### src/rtl/cdc_afifo_wpacker.sv
// cdc_afifo_wpacker: write-side beat packer feeding an asynchronous CDC FIFO.
// Packs up to `ratio` narrow beats into one FIFO word {cnt, lanes}. cnt is the
// number of valid beats minus one, and lane 0 holds the first beat. Storage is
// one output word plus one staging word, and the producer is back-pressured
// only when both are occupied.
// Optional feature: define CDC_AFIFO_WPACK_TIMEOUT_EN to flush a partial word
// after `tmo` idle cycles.
module cdc_afifo_wpacker #(
  parameter int unsigned ibits = 8,
  parameter int unsigned ratio = 4,
  parameter int unsigned cbits = $clog2(ratio),
  parameter int unsigned tmo   = 16
) (
  input  logic                         i_nrst,
  input  logic                         i_wclk,
  input  logic                         i_valid,
  input  logic [ibits-1:0]             i_data,
  input  logic                         i_last,
  output logic                         o_ready,
  output logic                         o_wr,
  output logic [cbits+ratio*ibits-1:0] o_wdata,
  input  logic                         i_wfull,
  output logic                         o_busy
);

  localparam int unsigned LBITS = ratio * ibits;
  localparam int unsigned DBITS = cbits + LBITS;
  localparam logic [cbits-1:0] IDX_LAST = cbits'(ratio - 1);

  // Elaboration-time parameter sanity checks
  if ((ratio < 2) || ((ratio & (ratio - 1)) != 0)) begin : g_bad_ratio
    $error("cdc_afifo_wpacker: ratio must be a power of two >= 2");
  end
  if (tmo == 0) begin : g_bad_tmo
    $error("cdc_afifo_wpacker: tmo must be nonzero");
  end

  // Staging word
  logic [LBITS-1:0] r_lanes;
  logic [cbits-1:0] r_idx;
  logic             r_pend;
  logic [cbits-1:0] r_pcnt;
  // Output word
  logic [DBITS-1:0] r_owdata;
  logic             r_ovalid;

  // Next-state values
  logic [LBITS-1:0] w_lanes_nx;
  logic [cbits-1:0] w_idx_nx;
  logic             w_pend_nx;
  logic [cbits-1:0] w_pcnt_nx;
  logic [DBITS-1:0] w_owdata_nx;
  logic             w_ovalid_nx;

  // Datapath helpers
  logic             w_acc;
  logic             w_drain;
  logic [LBITS-1:0] w_lanes_upd;
  logic             w_cmp_beat;
  logic             w_cmp_tmo;
  logic             w_cmp;
  logic [cbits-1:0] w_cnt;
  logic             w_oload;

  assign w_acc   = i_valid & ~r_pend;
  assign w_drain = r_ovalid & ~i_wfull;

  // Lane array with the accepted beat written at the current index
  always_comb begin
    w_lanes_upd = r_lanes;
    for (int unsigned l = 0; l < ratio; l++) begin
      if (w_acc && (r_idx == cbits'(l))) begin
        w_lanes_upd[l*ibits +: ibits] = i_data;
      end
    end
  end

  assign w_cmp_beat = w_acc & ((r_idx == IDX_LAST) | i_last);

`ifdef CDC_AFIFO_WPACK_TIMEOUT_EN
  localparam int unsigned TBITS = $clog2(tmo + 1);

  logic [TBITS-1:0] r_tmo;
  logic [TBITS-1:0] w_tmo_nx;
  logic             w_idle;

  // Idle means a partial word is held, nothing pending, and no beat arrives
  assign w_idle    = ~w_acc & ~r_pend & (r_idx != '0);
  assign w_cmp_tmo = w_idle & (r_tmo == TBITS'(tmo - 1));

  // Idle counter next value: cleared by any beat or by its own flush
  always_comb begin
    w_tmo_nx = r_tmo;
    if (w_acc || w_cmp_tmo) begin
      w_tmo_nx = '0;
    end else if (w_idle) begin
      w_tmo_nx = r_tmo + TBITS'(1);
    end
  end

  // Idle counter register
  always_ff @(posedge i_wclk or negedge i_nrst) begin
    if (!i_nrst) begin
      r_tmo <= '0;
    end else begin
      r_tmo <= w_tmo_nx;
    end
  end
`else
  assign w_cmp_tmo = 1'b0;
`endif

  assign w_cmp = w_cmp_beat | w_cmp_tmo;
  // A beat completion counts the beat just taken; a flush counts lanes filled so far
  assign w_cnt = w_cmp_beat ? r_idx : (r_idx - cbits'(1));
  // The output slot can take a new word if it is empty or empties this cycle
  assign w_oload = ~r_ovalid | w_drain;

  // Next-state for staging and output words
  always_comb begin
    w_lanes_nx  = r_lanes;
    w_idx_nx    = r_idx;
    w_pend_nx   = r_pend;
    w_pcnt_nx   = r_pcnt;
    w_owdata_nx = r_owdata;
    w_ovalid_nx = r_ovalid;

    if (w_drain) begin
      w_ovalid_nx = 1'b0;
    end

    if (r_pend) begin
      // Completed word waiting in staging moves as soon as the output drains
      if (w_drain) begin
        w_owdata_nx = {r_pcnt, r_lanes};
        w_ovalid_nx = 1'b1;
        w_lanes_nx  = '0;
        w_pend_nx   = 1'b0;
      end
    end else if (w_cmp) begin
      w_idx_nx = '0;
      if (w_oload) begin
        w_owdata_nx = {w_cnt, w_lanes_upd};
        w_ovalid_nx = 1'b1;
        w_lanes_nx  = '0;
      end else begin
        w_pend_nx  = 1'b1;
        w_pcnt_nx  = w_cnt;
        w_lanes_nx = w_lanes_upd;
      end
    end else if (w_acc) begin
      w_lanes_nx = w_lanes_upd;
      w_idx_nx   = r_idx + cbits'(1);
    end
  end

  // State registers
  always_ff @(posedge i_wclk or negedge i_nrst) begin
    if (!i_nrst) begin
      r_lanes  <= '0;
      r_idx    <= '0;
      r_pend   <= 1'b0;
      r_pcnt   <= '0;
      r_owdata <= '0;
      r_ovalid <= 1'b0;
    end else begin
      r_lanes  <= w_lanes_nx;
      r_idx    <= w_idx_nx;
      r_pend   <= w_pend_nx;
      r_pcnt   <= w_pcnt_nx;
      r_owdata <= w_owdata_nx;
      r_ovalid <= w_ovalid_nx;
    end
  end

  assign o_ready = ~r_pend;
  assign o_wr    = w_drain;
  assign o_wdata = r_owdata;
  assign o_busy  = r_ovalid | r_pend | (r_idx != '0);

endmodule

### config.mk
export PLATFORM = sky130hd
export DESIGN_NAME = cdc_afifo_wpacker
export DESIGN_NICKNAME = d
export VERILOG_FILES = /design/src/rtl/cdc_afifo_wpacker.sv
export SDC_FILE = /design/constraint.sdc
export NUM_CORES = 1
export LEC_CHECK = 0
export CAP_MARGIN = 10
export CORE_UTILIZATION = 45
export DETAILED_ROUTE_END_ITERATION = 6
export PLACE_DENSITY = 0.68
export SYNTH_ARGS = -nofsm -noshare
export SYNTH_HDL_FRONTEND = slang
export SYNTH_SLANG_ARGS = --single-unit
### constraint.sdc
create_clock -name i_wclk -period 4.1 [get_ports i_wclk]
set_clock_uncertainty 0.1 [all_clocks]
set_input_delay 0.615 -clock i_wclk [delete_from_list [all_inputs] [get_ports i_wclk]]
set_output_delay 0.615 -clock i_wclk [all_outputs]
set_load 0.02 [all_outputs]
==> metrics.cfg <==
[final_layout]
fin_util_pct = 58.5
area_growth_pct = 23.5
drive_above_1_share_pct = 32.2
diodes = 0
nNetsFinal = 295

[grt]
overflow = 0
grt_max_degree = 54
antenna_found_initial = 0
first_global_vias = 1986
grt_use_total_pct = 19.7
grt_pass1_wl_mm = 10.9

[logic_synthesis]
syn_avg_cell_area_sq_um = 14.6
synth_seq_cells = 72
synth_flop_cell = dfrtp_1
ys_top_cells_by_count = dfrtp_1, mux2_2, a22o_1, mux2_4, nand2_1
ys_seq_area_share_pct = 54.7
syn_area_sq_um = 3290
yosysTopAreaCell = dfrtp_1
synth-async-reset-ratio_pct = 100
synth_edf_count = 0
synth.net_count = 242
ys_warn_count = 0
ys_types = 24
syn-instance-count = 225
yosysMostFrequentCell = dfrtp_1
synth_top_area_share_pct = 54.7
synth_area_leaders = dfrtp_1, mux2_4, mux2_2

[pwr]
p_int_mw = 1.98
ir_worst_vdd_mv = 0.337
p_seq_share_pct = 37.2
swShare_pct = 33.0
power.leakage_nw = 1.98
clkPwrFrac_pct = 21.2
p_per_area_nw_per_um2 = 727
power.switching_mw = 0.976
comb_power_share_pct = 41.6

[timing]
fin_crit_ps = 2710
rsz0062_at_grt = false
finalSetupTns_ps = 0
slew-limit-headroom_pct = 55.3
worst_pin_slew_ps = 668
fmax_ghz = 0.369
min_period_over_period_pct = 66.0
drv_slew = 0
finalSetupViolCount = 0
timing.final.hold_violations = 0

[clock_network]
cts_resized = 0
clk_path_buf_depth = 2
cts_tree = done
cts.clk_slew.worst_paths_ps = 80
insertion_delay_ps = 350
ctsHoldBuffers = 0
htreeDepth = 3
clock_sinks = 72
cts_root_buf = clkbuf_8
post-cts-setup-buffers = 0
cts_buffers = 9

[hold_path]
hold_path_class = in -> async

[detailed_routing]
drtAntennaViolNets = 0
drt-initial-drc-count = 127
wl_per_cell_um = 17.5
viasPerCell = 5.39
wirelength_mm = 6.62
dr.pass1.iters = 4
vias = 2041
drc = 0

[floorplan]
die_width_um = 87.5
die_h_um = 87.5
rows = 30
start_util_pct = 47.4
die_area_sq_um = 7660
pin_count = 50
core_area_sq_um = 6940

[placement]
hpwl_mm = 4.18
io_buffers = 49
place_congestion = 0.829

[setup_path]
startpoint_type = input port
cp_max_fo = 6
crit_path_end_kind = output pin
ff2ff_path_depth = 6
ff2ff_setup_slack_ps = 1750
crit_start = i_wfull
critical_path_class = in -> out
worst_ep_required_time_ps = 3380
reg2reg_from = r_idx[0]$_DFFE_PN0P_
cp.arrival_ps = 1990

[run]
drv_cap = 0

[status]
status = complete, no violations

## layout by cell type (no fill, tap or decap), types with 2 or more instances in the layout
| cell type | synthesis | final |
|---|---|---|
| dfrtp_1 | 72 | 72 |
| clkdlybuf4s50_1 | 0 | 48 |
| mux2_2 | 39 | 39 |
| a22o_1 | 34 | 33 |
| mux2_4 | 30 | 30 |
| nand2_1 | 11 | 11 |
| clkbuf_8 | 0 | 9 |
| nor2_1 | 4 | 4 |
| o21ai_0 | 4 | 4 |
| ha_1 | 4 | 4 |
| inv_1 | 3 | 3 |
| and3_1 | 3 | 3 |
| o21ai_1 | 3 | 3 |
| clkinv_4 | 0 | 2 |
| bufinv_16 | 0 | 2 |
| buf_4 | 1 | 2 |
## power groups by stage
stage          Combinational, mW  Clock (mW)  Sequential, mW
2_1_floorplan              0.699           0            1.23
3_3_place_gp                1.23           0            1.10
3_5_place_dp                1.23           0            1.11
4_1_cts                     1.24       0.643            1.10
5_1_grt                     1.32       0.679            1.13
6_report                    1.23       0.627            1.10
## cell families (layout without fill, tap and decap cells)
| kind of cell | count (synthesis) | in the layout | share of synthesized area (%) |
|---|---|---|---|
| adder cells (fa/ha/maj) | 4 | 4 | 1.52 |
| AND/OR/NAND/NOR | 23 | 23 | 3.31 |
| buffers and inverters | 12 | 70 | 2.43 |
| flip-flops | 72 | 72 | 54.7 |
| multiplexers | 69 | 69 | 27.0 |
| AO/OA/AOI/OAI | 45 | 45 | 11.0 |
## cell type report
type / instances / area, sq um
inverters: 3 / 11.3
multi-input cells: 141 / 1410
flip-flops and latches: 72 / 1800
repair buffers: 51 / 500
fillers: 561 / 2880
clock inverters: 6 / 91.3
clock buffers: 10 / 128
well taps: 96 / 120
## path summary, 6_finish.rpt
path / end
worst max register to register: o_wdata[15]$_DFFE_PN0P_
min in group i_wclk: r_lanes[27]$_DFFE_PN0P_
max in group asynchronous: r_lanes[13]$_DFFE_PN0P_
worst min register to register: r_lanes[27]$_DFFE_PN0P_
worst min-delay path: r_lanes[20]$_DFFE_PN0P_
worst max-delay path: o_wr
## state kept, by name, summed over array words and instances (netlist names)
register  flops
r_idx         2
o_wdata      34
r_pend        1
r_ovalid      1
r_pcnt        2
r_lanes      32
## metal layers
layer	vias to the layer above	part of all wire, %	global-route usage [%]
met1	1036	51	29.3
met2	52	42	26.8
li1	941	-	-
met5	-	0	0
met3	12	5.2	4.90
met4	0	1.5	9.84
## worst max-delay path, stage by stage
cell             delay, ps
clkdlybuf4s50_1        490
nor2b_1                240
clkdlybuf4s50_1        650
## per-stage QoR
stage / hold slack (ps) / worst slack (ps) / std cells / total power, mW / area [sq um]
3_3_place_gp: 377 / 1370 / 363 / 2.33 / 3840
6_report: 97.7 / 1390 / 379 / 2.95 / 4060
4_1_cts: 107 / 1400 / 379 / 2.98 / 4060
3_5_place_dp: 376 / 1350 / 363 / 2.34 / 3840
2_1_floorplan: 219 / 2140 / 225 / 1.93 / 3290
5_1_grt: 123 / 1350 / 379 / 3.13 / 4060
Power figures use the tool's default switching activity.
